$ cat config.mk
export PLATFORM = sky130hd
export DESIGN_NAME = gemm_tile_sequencer
export DESIGN_NICKNAME = d
export VERILOG_FILES = /design/src/rtl/gemm_tile_sequencer.sv
export SDC_FILE = /design/constraint.sdc
export NUM_CORES = 1
export LEC_CHECK = 0
export BUFFER_PORTS_ARGS = -buffer_cell sky130_fd_sc_hd__clkbuf_2
export CAP_MARGIN = 40
export CORE_MARGIN = 2
export CORE_UTILIZATION = 50
export CTS_CLUSTER_SIZE = 20
export DETAILED_ROUTE_END_ITERATION = 12
export PLACE_DENSITY_LB_ADDON = 0.3
export SYNTH_ARGS = -nofsm -noshare
export SYNTH_HDL_FRONTEND = slang
export SYNTH_SLANG_ARGS = --single-unit
$ cat constraint.sdc
create_clock -name clk_i -period 19.37 [get_ports clk_i]
set_input_delay 3.874 -clock clk_i [delete_from_list [all_inputs] [get_ports clk_i]]
set_output_delay 3.874 -clock clk_i [all_outputs]
set_load 0.02 [all_outputs]
$ cat src/rtl/gemm_tile_sequencer.sv
// gemm_tile_sequencer: ceil-tiled GEMM address/accumulator sequencer; define GEMM_SEQ_PERF_EN for perf_cycles_o/perf_tiles_o
module gemm_tile_sequencer #(
  parameter int M = 4,
  parameter int N = 4,
  parameter int K = 4,
  parameter int AddrWidth = 6,
  parameter int SizeAddrWidth = 8,
  parameter int ReadLatency = 1
) (
  input  logic                     clk_i,
  input  logic                     rst_i,
  input  logic                     start_i,
  input  logic [SizeAddrWidth-1:0] M_size_i,
  input  logic [SizeAddrWidth-1:0] K_size_i,
  input  logic [SizeAddrWidth-1:0] N_size_i,
  output logic [AddrWidth-1:0]     sram_a_addr_o,
  output logic [AddrWidth-1:0]     sram_b_addr_o,
  output logic [AddrWidth-1:0]     sram_c_addr_o,
  output logic                     sram_c_we_o,
  output logic                     acc_en_o,
  output logic                     acc_clr_o,
  output logic [M-1:0]             row_mask_o,
  output logic [N-1:0]             col_mask_o,
  output logic [K-1:0]             k_mask_o,
  output logic                     busy_o,
  output logic                     done_o,
  output logic                     err_o
`ifdef GEMM_SEQ_PERF_EN
  ,
  output logic [31:0]              perf_cycles_o,
  output logic [15:0]              perf_tiles_o
`endif
);
  localparam int SW = SizeAddrWidth;
  localparam int PW = 2 + M + N + K;
  localparam logic [SW-1:0] sz_one = 1;
  typedef enum logic [2:0] {IDLE, ISSUE, DRAIN, WRITE, FIN} state_t;
  state_t st, st_n;
  logic [SW-1:0] m_sz, k_sz, n_sz, mt_c, kt_c, nt_c;
  logic [SW-1:0] mt, kt, nt, mt_n, kt_n, nt_n;
  logic [31:0] mt_in, kt_in, nt_in;
  logic [1:0] dc;
  logic err_q, err_pend, bad, accept, last_k, last_n, last_tile;
  logic [M-1:0] row_m;
  logic [N-1:0] col_m;
  logic [K-1:0] k_m;
  logic [PW-1:0] push;
  logic [PW-1:0] pipe [ReadLatency];
  always_comb begin
    mt_in = (32'(M_size_i) + 32'(M) - 32'd1) / 32'(M);
    kt_in = (32'(K_size_i) + 32'(K) - 32'd1) / 32'(K);
    nt_in = (32'(N_size_i) + 32'(N) - 32'd1) / 32'(N);
    bad = M_size_i == '0 || K_size_i == '0 || N_size_i == '0 ||
          mt_in * kt_in > 32'(2 ** AddrWidth) || kt_in * nt_in > 32'(2 ** AddrWidth) ||
          mt_in * nt_in > 32'(2 ** AddrWidth);
    accept = st == IDLE && start_i;
    last_k = kt == kt_c - sz_one;
    last_n = nt == nt_c - sz_one;
    last_tile = last_n && mt == mt_c - sz_one;
  end
  always_comb begin
    for (int i = 0; i < M; i++) row_m[i] = 32'(mt) * 32'(M) + 32'(i) < 32'(m_sz);
    for (int i = 0; i < N; i++) col_m[i] = 32'(nt) * 32'(N) + 32'(i) < 32'(n_sz);
    for (int i = 0; i < K; i++) k_m[i] = 32'(kt) * 32'(K) + 32'(i) < 32'(k_sz);
    push = st == ISSUE ? {1'b1, kt == '0, row_m, col_m, k_m} : '0;
  end
  always_comb begin
    st_n = st;
    mt_n = mt;
    kt_n = kt;
    nt_n = nt;
    case (st)
      IDLE: if (start_i) begin
        st_n = bad ? FIN : ISSUE;
        mt_n = '0;
        kt_n = '0;
        nt_n = '0;
      end
      ISSUE: if (last_k) st_n = DRAIN; else kt_n = kt + sz_one;
      DRAIN: st_n = dc == 2'(ReadLatency - 1) ? WRITE : DRAIN;
      WRITE: begin
        st_n = last_tile ? FIN : ISSUE;
        if (!last_tile) begin
          kt_n = '0;
          nt_n = last_n ? '0 : nt + sz_one;
          mt_n = last_n ? mt + sz_one : mt;
        end
      end
      // a rejected job spends one extra FIN cycle before the done/err pulse
      FIN: st_n = err_pend ? FIN : IDLE;
      default: st_n = IDLE;
    endcase
  end
  always_ff @(posedge clk_i or posedge rst_i)
    if (rst_i) begin
      st <= IDLE;
      {mt, kt, nt, m_sz, k_sz, n_sz, mt_c, kt_c, nt_c} <= '0;
      {dc, err_q, err_pend} <= '0;
      {sram_a_addr_o, sram_b_addr_o, sram_c_addr_o} <= '0;
      for (int i = 0; i < ReadLatency; i++) pipe[i] <= '0;
    end else begin
      st <= st_n;
      mt <= mt_n;
      kt <= kt_n;
      nt <= nt_n;
      dc <= st == DRAIN ? dc + 2'd1 : 2'd0;
      if (accept) begin
        {m_sz, k_sz, n_sz} <= {M_size_i, K_size_i, N_size_i};
        mt_c <= SW'(mt_in);
        kt_c <= SW'(kt_in);
        nt_c <= SW'(nt_in);
        err_q <= bad;
        err_pend <= bad;
      end else if (st == FIN) err_pend <= 1'b0;
      if (st_n == ISSUE) begin
        sram_a_addr_o <= AddrWidth'(32'(mt_n) * 32'(kt_c) + 32'(kt_n));
        sram_b_addr_o <= AddrWidth'(32'(kt_n) * 32'(nt_c) + 32'(nt_n));
      end
      if (st_n == WRITE) sram_c_addr_o <= AddrWidth'(32'(mt) * 32'(nt_c) + 32'(nt));
      pipe[0] <= push;
      for (int i = 1; i < ReadLatency; i++) pipe[i] <= pipe[i-1];
    end
  assign {acc_en_o, acc_clr_o, row_mask_o, col_mask_o, k_mask_o} = pipe[ReadLatency-1];
  assign sram_c_we_o = st == WRITE;
  assign done_o = st == FIN && !err_pend;
  assign err_o = done_o && err_q;
  assign busy_o = st != IDLE && !done_o;
`ifdef GEMM_SEQ_PERF_EN
  always_ff @(posedge clk_i or posedge rst_i)
    if (rst_i) begin
      perf_cycles_o <= '0;
      perf_tiles_o <= '0;
    end else if (accept) begin
      perf_cycles_o <= '0;
      perf_tiles_o <= '0;
    end else begin
      if (busy_o && !(&perf_cycles_o)) perf_cycles_o <= perf_cycles_o + 32'd1;
      if (sram_c_we_o && !(&perf_tiles_o)) perf_tiles_o <= perf_tiles_o + 16'd1;
    end
`endif
endmodule

# Word-level counts from Yosys, hierarchy flattened
# Index checks and enable logic that the tools add are counted.
# W data, S select, Z words.
[word_totals]
output_inout_bits = 36
ff_bits = 111
wordCells = 115
[classes]
magnitude_cmp = 15
n_mul = 6
n_reduce_logical = 20
n_addsub = 25
n_mux = 23
eq_ne = 9
[op_table]
columns = ["operator", "n"]
rows = [
  ["$lt A11 B8 Y1", 9],
  ["$gt A32 B7 Y1 const B", 3],
  ["$mul A30 B30 Y32", 3],
  ["$mux W8", 9],
  ["$add A10 B2 Y11 const B", 6],
  ["$add A10 B1 Y11 const B", 3],
  ["$logic_not A8 Y1", 4],
  ["$pmux W8 S2", 2],
  ["$lt A10 B8 Y1", 3],
  ["$sub A9 B1 Y10 const B", 3],
  ["$add A8 B3 Y9 const B", 3],
  ["$add A8 B1 Y8 const B", 3],
  ["$eq A8 B8 Y1", 3],
  ["$mul A8 B8 Y6", 3],
  ["$pmux W8 S3", 1],
  ["$sub A8 B1 Y8 const B", 3],
  ["$add A6 B6 Y6", 3],
  ["$mux W3", 5],
  ["$pmux W3 S5", 1],
  ["$mux W14", 1],
  ["$eq A3 B2 Y1 const B", 3],
  ["$eq A3 B1 Y1 const B", 2],
  ["$logic_and A1 B1 Y1", 5],
  ["$logic_or A1 B1 Y1", 5],
  ["other kinds (9)", 12],
]

# Depth between registers and ports, before layout
# Gate-level depths: netlist of run 1.
[logic_depth]
depth_word = 11
ltp_mapped = 32

# Worst setup path before layout of run 1
# Ideal clock, no wire load.
[synth_path]
path_kind = "input port to flip-flop"
startpoint = "input port N_size_i[0]"
endpoint = "register sram_a_addr_o[0]"
t_arrival_ns = 11.072
path_buffers = 3
required_time_ns = 19.245
cell_stages = 30
slack_ns = 8.173
cell_sequence = "o21a_1 > nand3_1 > nor2_1 > nand2_1 > xor2_1 > clkbuf_1 > nor2_1 > fa_1 > ha_1 > ha_1 > fa_1 > ha_1 > ha_1 > fa_1 > inv_1 > fa_1 > inv_1 > ha_1 > clkbuf_1 > nand3b_1 > o311a_1 > nand4_1 > or4_1 > nor4_1 > nand4_1 > nor3_1 > nand4_1 > a21o_2 > buf_2 > mux2_2"
[synth_via]
elab_chain_len = 10
elab_cells_between_ends = 15
cone_classes = "add/sub: 2; mul: 2; order compare: 2; eq/ne: 1; mux: 3; reduce/logical: 5"
[synth_rtl]
columns = ["element", "line_no", "source"]
rows = [
  ["start, declared", "15", "input logic [SizeAddrWidth-1:0] N_size_i,"],
  ["$add A8 B3 Y9", "52", "nt_in = (32'(N_size_i) + 32'(N) - 32'd1) / 32'(N);"],
  ["$sub A9 B1 Y10", "52", ""],
  ["$mul A30 B30 Y32", "54", "mt_in * kt_in > 32'(2 ** AddrWidth) || kt_in * nt_in > 32'(2 ** AddrWidth) ||"],
  ["$gt A32 B7 Y1", "54", ""],
  ["$logic_or A1 B1 Y1", "54", ""],
  ["$logic_or A1 B1 Y1 *", "54", ""],
  ["$mux W3 *", "74", "st_n = bad ? FIN : ISSUE;"],
  ["$mux W3 *", "73", "IDLE: if (start_i) begin"],
  ["$pmux W3 S5 *", "72", "case (st)"],
  ["$eq A3 B1 Y1 *", "115", "if (st_n == ISSUE) begin"],
  ["end signal, assigned", "116", "sram_a_addr_o <= AddrWidth'(32'(mt_n) * 32'(kt_c) + 32'(kt_n));"],
  ["end, declared", "16", "output logic [AddrWidth-1:0] sram_a_addr_o,"],
]
# Every way passes the cells marked *; elsewhere a longest branch is shown, timed or not.
# A chain may end at the register's enable or synchronous reset.

# Worst setup path after layout of run 1
[layout_path]
startpoint = "input port N_size_i[0]"
endpoint = "register sram_b_addr_o[5]"
[layout_via]
elab_chain_len = 10
elab_cells_between_ends = 15
cone_classes = "add/sub: 2; mul: 2; order compare: 2; eq/ne: 1; mux: 3; reduce/logical: 5"
[layout_rtl]
columns = ["element", "line_no", "source"]
rows = [
  ["$add A8 B3 Y9", "52", ""],
  ["$sub A9 B1 Y10", "52", ""],
  ["$mul A30 B30 Y32", "54", ""],
  ["$gt A32 B7 Y1", "54", ""],
  ["$logic_or A1 B1 Y1", "54", ""],
  ["$logic_or A1 B1 Y1 *", "54", ""],
  ["$mux W3 *", "74", ""],
  ["$mux W3 *", "73", ""],
  ["$pmux W3 S5 *", "72", ""],
  ["$eq A3 B1 Y1 *", "115", ""],
  ["end signal, assigned", "117", "sram_b_addr_o <= AddrWidth'(32'(kt_n) * 32'(nt_c) + 32'(nt_n));"],
  ["end, declared", "17", "output logic [AddrWidth-1:0] sram_b_addr_o,"],
]
# Marks and branches as above.

==> results.rst, run 1 <==
.. list-table::
   :header-rows: 1

   * - Metric
     - Value
   * - Run status
     - completed
   * - Post-cts gate resize count
     - 0
   * - Worst max-slew margin expressed relative to the limit
     - a little over two fifths
   * - Antenna diode count
     - 0
   * - Detailed Route Iter0 Violations
     - 735
   * - Critical Path Slowest Stage Cell
     - xnor2_1
   * - Unique cell type count in the Yosys netlist
     - 83
   * - Post-CTS repair timing setup buffer count
     - 0
   * - Compound-gate portion of the synthesized area
     - ~13%
   * - YS warnings
     - 0
   * - Share of synthesized cell area in and, or, nand and nor gates
     - around 18%
   * - Port-buffer cells
     - just over 60
   * - Vias
     - between 10000 and 15000
   * - Clock latency on the worst-skew pair
     - between 300 and 400 ps
   * - Final hold slack
     - about 480 ps
   * - Num CTS Buffers
     - 9
   * - Worst clock skew
     - 11.84 ps
   * - # H-tree levels
     - 3
   * - Antenna violation net count after detailed routing
     - 0
   * - Number of endpoints failing setup at the final stage
     - 0
   * - Final count of pins violating max slew
     - 0
   * - Share of the clock period used by the worst path
     - approximately three fifths
   * - First-pass GRT wire length
     - 57220 microns
   * - Via count of the first global-routing pass
     - between 10000 and 15000
   * - Final hold violation count
     - 0
   * - RSZ-0062 raised after global routing
     - no
   * - Post-synthesis register bit count
     - 108
   * - Congestion Overflow GR
     - 0
   * - Layout cells sized above 1
     - a little under a tenth
   * - Number of maximum-capacitance constraint violations
     - 0
   * - Main combinational cell family by area after synthesis
     - adder cells
   * - Highest net fanout along the worst path
     - 12
   * - Total detailed-routing wirelength
     - 33570 microns
   * - CTS tree
     - done
   * - Cell area after synthesis
     - approximately 14000 sq um
   * - Half-perimeter wire length after placement
     - 26690 microns
   * - Area grow syn2layout
     - 6.420%
   * - Standard-cell rows
     - a little over 60
   * - Multiplexer fraction of the synthesized cell area
     - 1.166%
   * - Final routed DRC violation total
     - 0
   * - Top post-synthesis cells by count
     - 260 x ha_1, 192 x inv_1, 182 x nor2_1, 142 x nand2_1, 108 x dfrtp_1
   * - Initial antenna violation count
     - 0
   * - Most common cell in the netlist
     - ha_1
   * - Y dimension of the die
     - approximately 170 microns
   * - Detailed-route wire length per cell
     - 16.61 microns
   * - Highest clock rate
     - approximately 87 MHz
   * - Share of the synthesized netlist area taken by xor and xnor gates
     - 5.987%
   * - Clock-pin slew on the worst setup and hold paths
     - around 70 ps
   * - Top cell by count, worst path
     - ha_1
   * - Pin count of the biggest net entering global routing
     - 56
   * - Hold Path Class
     - reg -> reg
   * - Worst vdd rail ir drop
     - approximately 0.043 mV
   * - Portion of synthesized cell area occupied by the leading cell type
     - about 23%
   * - Async set-or-reset flop fraction in the synthesized netlist
     - 100.0%
   * - CP required
     - 19610 ps
   * - Post-layout nets
     - roughly 2000
   * - Tmin final
     - around 12000 ps
   * - Top cell type by total area after synthesis
     - ha_1
   * - Vias per cell
     - 5.622
   * - Static power due to leakage
     - about 8 nW
   * - Number of buffers on the longest clock path
     - 2
   * - Average footprint of a synthesized cell
     - 8.785 sq um
   * - Worst-Margin Slew
     - between 800 and 900 ps
   * - Area of the die
     - 29700 sq um
   * - Arithmetic-cell share of the synthesized area counting full adders, half adders and majority gates
     - a little over a third
   * - Clock Root Buffer
     - clkbuf_16
   * - Kind of critical path
     - in -> reg
   * - Sequential fraction of the synthesis area
     - a little under a fifth
   * - CP startpoint kind
     - primary input
   * - Starting utilization of the core area
     - approximately 51%
   * - Overall power after layout
     - around 1.3 mW
   * - Type of destination of the critical path
     - flip-flop
   * - Final RePlAce weighted congestion
     - 0.9132
   * - Pwr per Cell Area
     - 86.68 nW/um^2
   * - Ranking of synthesized cells by area
     - ha_1 23%, dfrtp_1 19%, fa_1 13%
   * - Slowest cell delay on critical path
     - a little under 600 ps
   * - DR pass1 iterations
     - 5
   * - Number of clock sinks
     - about 110
   * - Setup TNS
     - 0 ps
   * - Core Footprint
     - 27860 sq um
   * - CTS hold repair buffers
     - 0
   * - Overall routing resource usage
     - 24.01%
   * - Cell count after synthesis
     - about 1600
   * - Arrival time at the worst endpoint
     - approximately 12000 ps
   * - # IOs
     - 63
   * - DIE WIDTH
     - between 150 and 200 microns
   * - Prevailing post-synth register cell
     - dfrtp_1
   * - Number of flops mapped to enable cells by yosys
     - 0
   * - Post-Syn Nets
     - ~2000
layer usage:
metal  part of all wire [%]  up-vias  GRT usage, %
li1                       -     5518             -
met1                     45     5548         31.23
met2                     49      250         41.81
met3                    3.8       46         2.289
met4                    2.8        0         8.148
met5                      0        -             0
worst max-delay path: cells and delay by family:
| family | cells | cell delay, ps |
|---|---|---|
| fa+ha+maj | 9 | 3420 |
| simple gates | 7 | 1630 |
| buf+inv | 6 | 590 |
| xor+xnor | 2 | 730 |
| mux | 1 | 310 |
| compound gates | 4 | 1180 |
final cells by class:
type | count | area (sq um)
clock buffer | 12 | 246.5
clock inverter | 3 | 46.29
fill | 2539 | 12780
inverter | 193 | 726.9
multi-input combinational | 1246 | 10430
sequential | 108 | 2703
tap | 378 | 473.0
timing repair buffer | 81 | 452.9
power breakdown:
part | switching, mW | internal [mW] | total [mW]
sequential | 0.0755 | 0.273 | 0.348
clock | 0.0844 | 0.104 | 0.188
combinational | 0.453 | 0.318 | 0.771
total | 0.613 | 0.694 | 1.31
cell families (layout without fill, tap and decap cells):
logic type,Yosys count,in the layout
XOR/XNOR,89,89
buffers and inverters,259,289
AO/OA/AOI/OAI,268,268
multiplexers,15,15
AND/OR/NAND/NOR,521,521
flip-flops,108,108
adder cells (fa/ha/maj),353,353
worst paths after layout:
kind                                              start                      endpoint  slack, ps  cells after the start
max                                         N_size_i[0]  sram_b_addr_o[5]$_DFFE_PP0N_       7860                     29
min                        sram_c_addr_o[4]$_DFFE_PP0N_  sram_c_addr_o[4]$_DFFE_PP0N_        480                      2
max reg2reg                         nt_c[0]$_DFFE_PP0P_  sram_b_addr_o[5]$_DFFE_PP0N_      11860                     24
min reg2reg                sram_c_addr_o[4]$_DFFE_PP0N_  sram_c_addr_o[4]$_DFFE_PP0N_        480                      2
max in group asynchronous                         rst_i             kt[7]$_DFFE_PP0N_      14600                      3
min in group asynchronous                         rst_i             pipe[7]$_DFF_PP0_       3600                      2
flip-flops by register name (all words and copies together), names as in the netlist:
| register | flops |
|---|---|
| sram_b_addr_o | 6 |
| dc | 2 |
| kt_c | 7 |
| mt | 8 |
| err_pend | 1 |
| sram_c_addr_o | 6 |
| mt_c | 7 |
| k_sz | 8 |
| pipe | 14 |
| err_q | 1 |
| nt_c | 7 |
| st | 3 |
| nt | 8 |
| sram_a_addr_o | 6 |
| n_sz | 8 |
| m_sz | 8 |
| kt | 8 |
layout by cell type (no fill, tap or decap), types with 6 or more instances in the layout:
cell type  Yosys  routed
nor4_1        18      18
xor2_1        25      25
and2_1        23      23
o21a_1        13      13
clkbuf_16      0       9
nand4_1       11      11
dfrtp_1      108     108
or3_1          7       7
fa_1          93      93
nor2_1       182     181
nor2b_1        9       9
inv_1        192     191
nand3_1       24      24
o211ai_1       7       7
o21ai_0       82      82
a21o_1        26      26
and3_1        14      14
nand2b_1       9       9
a21boi_0       7       7
or2_2         21      21
a31oi_1       15      15
nand2_1      142     142
xnor2_1       59      59
o21bai_1       6       6
ha_1         260     260
nor3_1        26      26
mux2_2        12      12
o31ai_1        9       9
buf_4          0      19
clkbuf_2       0      62
a21oi_1       39      39
stage by stage:
stage	util (%)	cells	setup WS, ps	area, sq um
floorplan	-	1613	8173	14170
global placement	53.08	2006	7646	14790
detailed placement	53.08	2006	7591	14790
CTS	54.13	2021	7933	15080
global route	54.13	2021	7337	15080
finish	54.13	2021	7858	15080
Power figures use the tool's default switching activity.
==> run 2, diff against run 1 <==
clock period = 9.3 ns   (was 19.37 ns; I/O delays follow)
==> run 2 against run 1 <==
Largest power group unchanged. Wire length increased by 1.7%. Highest routed layer unchanged. Core utilization rose by 1.2 points. Sequential share of layout area is 0.38 points lower. Via count increased by 0.90%. Clock power up 120%. Register-to-register slack worse by 10000 ps. Global-route usage down 0.054 points. Count of clock-buffer cells in the layout stayed put.
==> results.rst, run 2 (same netlist as run 1, synthesis figures left out) <==
.. list-table::
   :header-rows: 1

   * - Metric
     - Value
   * - CP startpoint kind
     - primary input (unchanged)
   * - Number of clock sinks
     - 108 (unchanged)
   * - Highest clock rate
     - 113.3 MHz
   * - Metal-1 WL
     - 15120 microns (was 15000 microns)
   * - Run status
     - completed (unchanged)
   * - Core Footprint
     - 27860 sq um (unchanged)
   * - CTS hold repair buffers
     - 0 (unchanged)
   * - Leading cell type in the layout, fill and taps excluded
     - ha_1 (unchanged)
   * - Commonest cells after routing, fill and taps aside
     - 260 x ha_1, 191 x inv_1, 180 x nor2_1 (was 260 x ha_1, 191 x inv_1, 181 x nor2_1)
   * - Clock Power Share
     - 14.5% (was 14.4%)
   * - Worst max-slew margin expressed relative to the limit
     - 47.32% (was 43.91%)
   * - Area of the die
     - 29700 sq um (unchanged)
   * - Clock-pin slew on the worst setup and hold paths
     - 70 ps (about the same)
   * - Number of maximum-capacitance constraint violations
     - 0 (unchanged)
   * - First-pass GRT wire length
     - 56850 microns (was 57220 microns)
   * - Antenna diode count
     - 0 (unchanged)
   * - Largest register FFs
     - 14 (unchanged)
   * - Port-buffer cells
     - 62 (unchanged)
   * - Kind of critical path
     - in -> reg (unchanged)
   * - Total detailed-routing wirelength
     - 34140 microns (was 33570 microns)
   * - Pwr per Cell Area
     - 181.1 nW/um^2 (was 86.68 nW/um^2)
   * - Net switching power figure
     - 1.300 mW (was 613.0 uW)
   * - Vias per cell
     - 5.573 (was 5.622)
   * - Uppermost layer routed
     - met4 (unchanged)
   * - Static power due to leakage
     - 8.165 nW (was 7.975 nW)
   * - Cell Int Power
     - 1.490 mW (was 694.0 uW)
   * - Final hold slack
     - 477.9 ps (was 478.4 ps)
   * - Comb power frac
     - 59.5% (was 59.0%)
   * - Routed wire length on met3
     - 978 microns (was 1284 microns)
   * - Share of the clock period used by the worst path
     - a little over nine tenths
   * - Area grow syn2layout
     - 8.715% (was 6.420%)
   * - Slowest cell delay on critical path
     - 550 ps (was 580 ps)
   * - Share of power burned in registers
     - 25.9% (was 26.6%)
   * - Tmin final
     - 8823 ps
   * - Antenna violation net count after detailed routing
     - 0 (unchanged)
   * - DR pass1 iterations
     - 5 (unchanged)
   * - Post-layout nets
     - 2054 (was 2019)
   * - Switching share of total power
     - 46.60% (was 46.90%)
   * - Clock latency on the worst-skew pair
     - 350 ps (about the same)
   * - CP required
     - 9540 ps (was 19610 ps)
   * - Setup TNS
     - 0 ps (unchanged)
   * - Final count of pins violating max slew
     - 0 (unchanged)
   * - Worst clock skew
     - 9.614 ps (was 11.84 ps)
   * - Final hold violation count
     - 0 (unchanged)
   * - Instance count along the most critical hold path
     - 2 (unchanged)
   * - RSZ-0062 raised after global routing
     - no (unchanged)
   * - Detailed Route Iter0 Violations
     - 778 (was 735)
   * - Final routed DRC violation total
     - 0 (unchanged)
   * - Worst vdd rail ir drop
     - 0.1050 mV (was 0.04259 mV)
   * - Starting utilization of the core area
     - 50.86% (unchanged)
   * - Final RePlAce weighted congestion
     - 1.095 (was 0.9132)
   * - Number of endpoints failing setup at the final stage
     - 0 (unchanged)
   * - Top cell by count, worst path
     - ha_1 (unchanged)
   * - Num CTS Buffers
     - 9 (unchanged)
   * - Critical Path Slowest Stage Cell
     - fa_1 (was xnor2_1)
   * - Y dimension of the die
     - 172.3 microns (unchanged)
   * - Arrival time at the worst endpoint
     - 9060 ps (was 11750 ps)
   * - Multi-input logic area
     - 10450 sq um (was 10430 sq um)
   * - Detailed-route wire length per cell
     - 16.59 microns (was 16.61 microns)
   * - Pin count of the biggest net entering global routing
     - 59 (was 56)
   * - Routed wl met2
     - 17120 microns (was 16350 microns)
   * - Vias
     - 11464 (was 11362)
   * - Via count of the first global-routing pass
     - 11220 (was 11281)
   * - Initial antenna violation count
     - 0 (unchanged)
   * - # H-tree levels
     - 3 (unchanged)
   * - CTS tree
     - done (unchanged)
   * - Overall routing resource usage
     - 23.96% (was 24.01%)
   * - Hold Path Class
     - reg -> reg (unchanged)
   * - Sequential cell area
     - 2703 sq um (unchanged)
   * - Half-perimeter wire length after placement
     - 27830 microns (was 26690 microns)
   * - # IOs
     - 63 (unchanged)
   * - Layout cells sized above 1
     - 11.20% (was 9.069%)
   * - Standard-cell rows
     - 61 (unchanged)
   * - Congestion Overflow GR
     - 0 (unchanged)
   * - Register with the most flip-flops
     - pipe (unchanged)
   * - Type of destination of the critical path
     - flip-flop (unchanged)
   * - Clock Root Buffer
     - clkbuf_16 (unchanged)
   * - Number of buffers on the longest clock path
     - 2 (unchanged)
   * - DIE WIDTH
     - 172.3 microns (unchanged)
   * - Fill cells
     - 2522 (was 2539)
   * - Highest net fanout along the worst path
     - 14 (was 12)
   * - Logic depth of the worst register-to-register path
     - 22 (was 24)
   * - Worst-Margin Slew
     - 783.0 ps (was 839.0 ps)
==> run 2: critical path: cells and delay by family <==
family	cells	cell delay [ps]
fa+ha+maj	9	3490
xor+xnor	1	300
buf+inv	8	850
compound gates	4	840
mux	1	290
simple gates	8	1420
==> run 2: layer usage <==
metal	GRT usage [%]	up-vias
met5	0	-
met4	7.052	0
li1	-	5592
met2	42.97	264
met3	1.259	51
met1	31.19	5557
==> run 2: timing repair <==
item / 4_1_cts / 5_1_grt
setup buffers: 0 / 1
resized for setup: 0 / 4
hold endpoints to repair: 0 / 0
setup endpoints to repair: 0 / 12
==> run 2: power groups by stage <==
stage,Combinational (mW),Clock (mW),Sequential (mW)
finish,1.66,0.405,0.724
floorplan,1.31,0,0.634
detailed placement,1.64,0,0.730
CTS,1.66,0.413,0.721
global placement,1.58,0,0.726
global route,1.89,0.426,0.742
==> run 2: final timing paths <==
path | from | endpoint | slack, ps
worst max-delay path | N_size_i[0] | sram_b_addr_o[3]$_DFFE_PP0N_ | 480
worst min-delay path | sram_c_addr_o[2]$_DFFE_PP0N_ | sram_c_addr_o[2]$_DFFE_PP0N_ | 480
worst max register to register | nt_c[0]$_DFFE_PP0P_ | sram_a_addr_o[5]$_DFFE_PP0N_ | 1840
worst min register to register | sram_c_addr_o[2]$_DFFE_PP0N_ | sram_c_addr_o[2]$_DFFE_PP0N_ | 480
max in group asynchronous | rst_i | kt_c[2]$_DFFE_PP0P_ | 6550
min in group asynchronous | rst_i | pipe[7]$_DFF_PP0_ | 1590
==> run 2: area by class of cell <==
type	count	area share, %
tap	378	3.070
clock buffer	12	1.665
clock inverter	4	0.3574
multi-input combinational	1246	67.84
inverter	193	4.719
timing repair buffer	116	4.808
sequential	108	17.54
==> run 2: through the flow <==
step                      cells  util (%)  area, sq um  setup WS [ps]  total power, mW
after floorplan            1613         -        14170          117.0            1.946
after global placement     2040     54.08        15070         -100.3            2.311
after detailed placement   2040     54.08        15070         -164.4            2.369
after CTS                  2056     55.20        15380          174.7            2.790
after global routing       2057     55.30        15400          8.987            3.057
final                      2057     55.30        15400          477.4            2.790
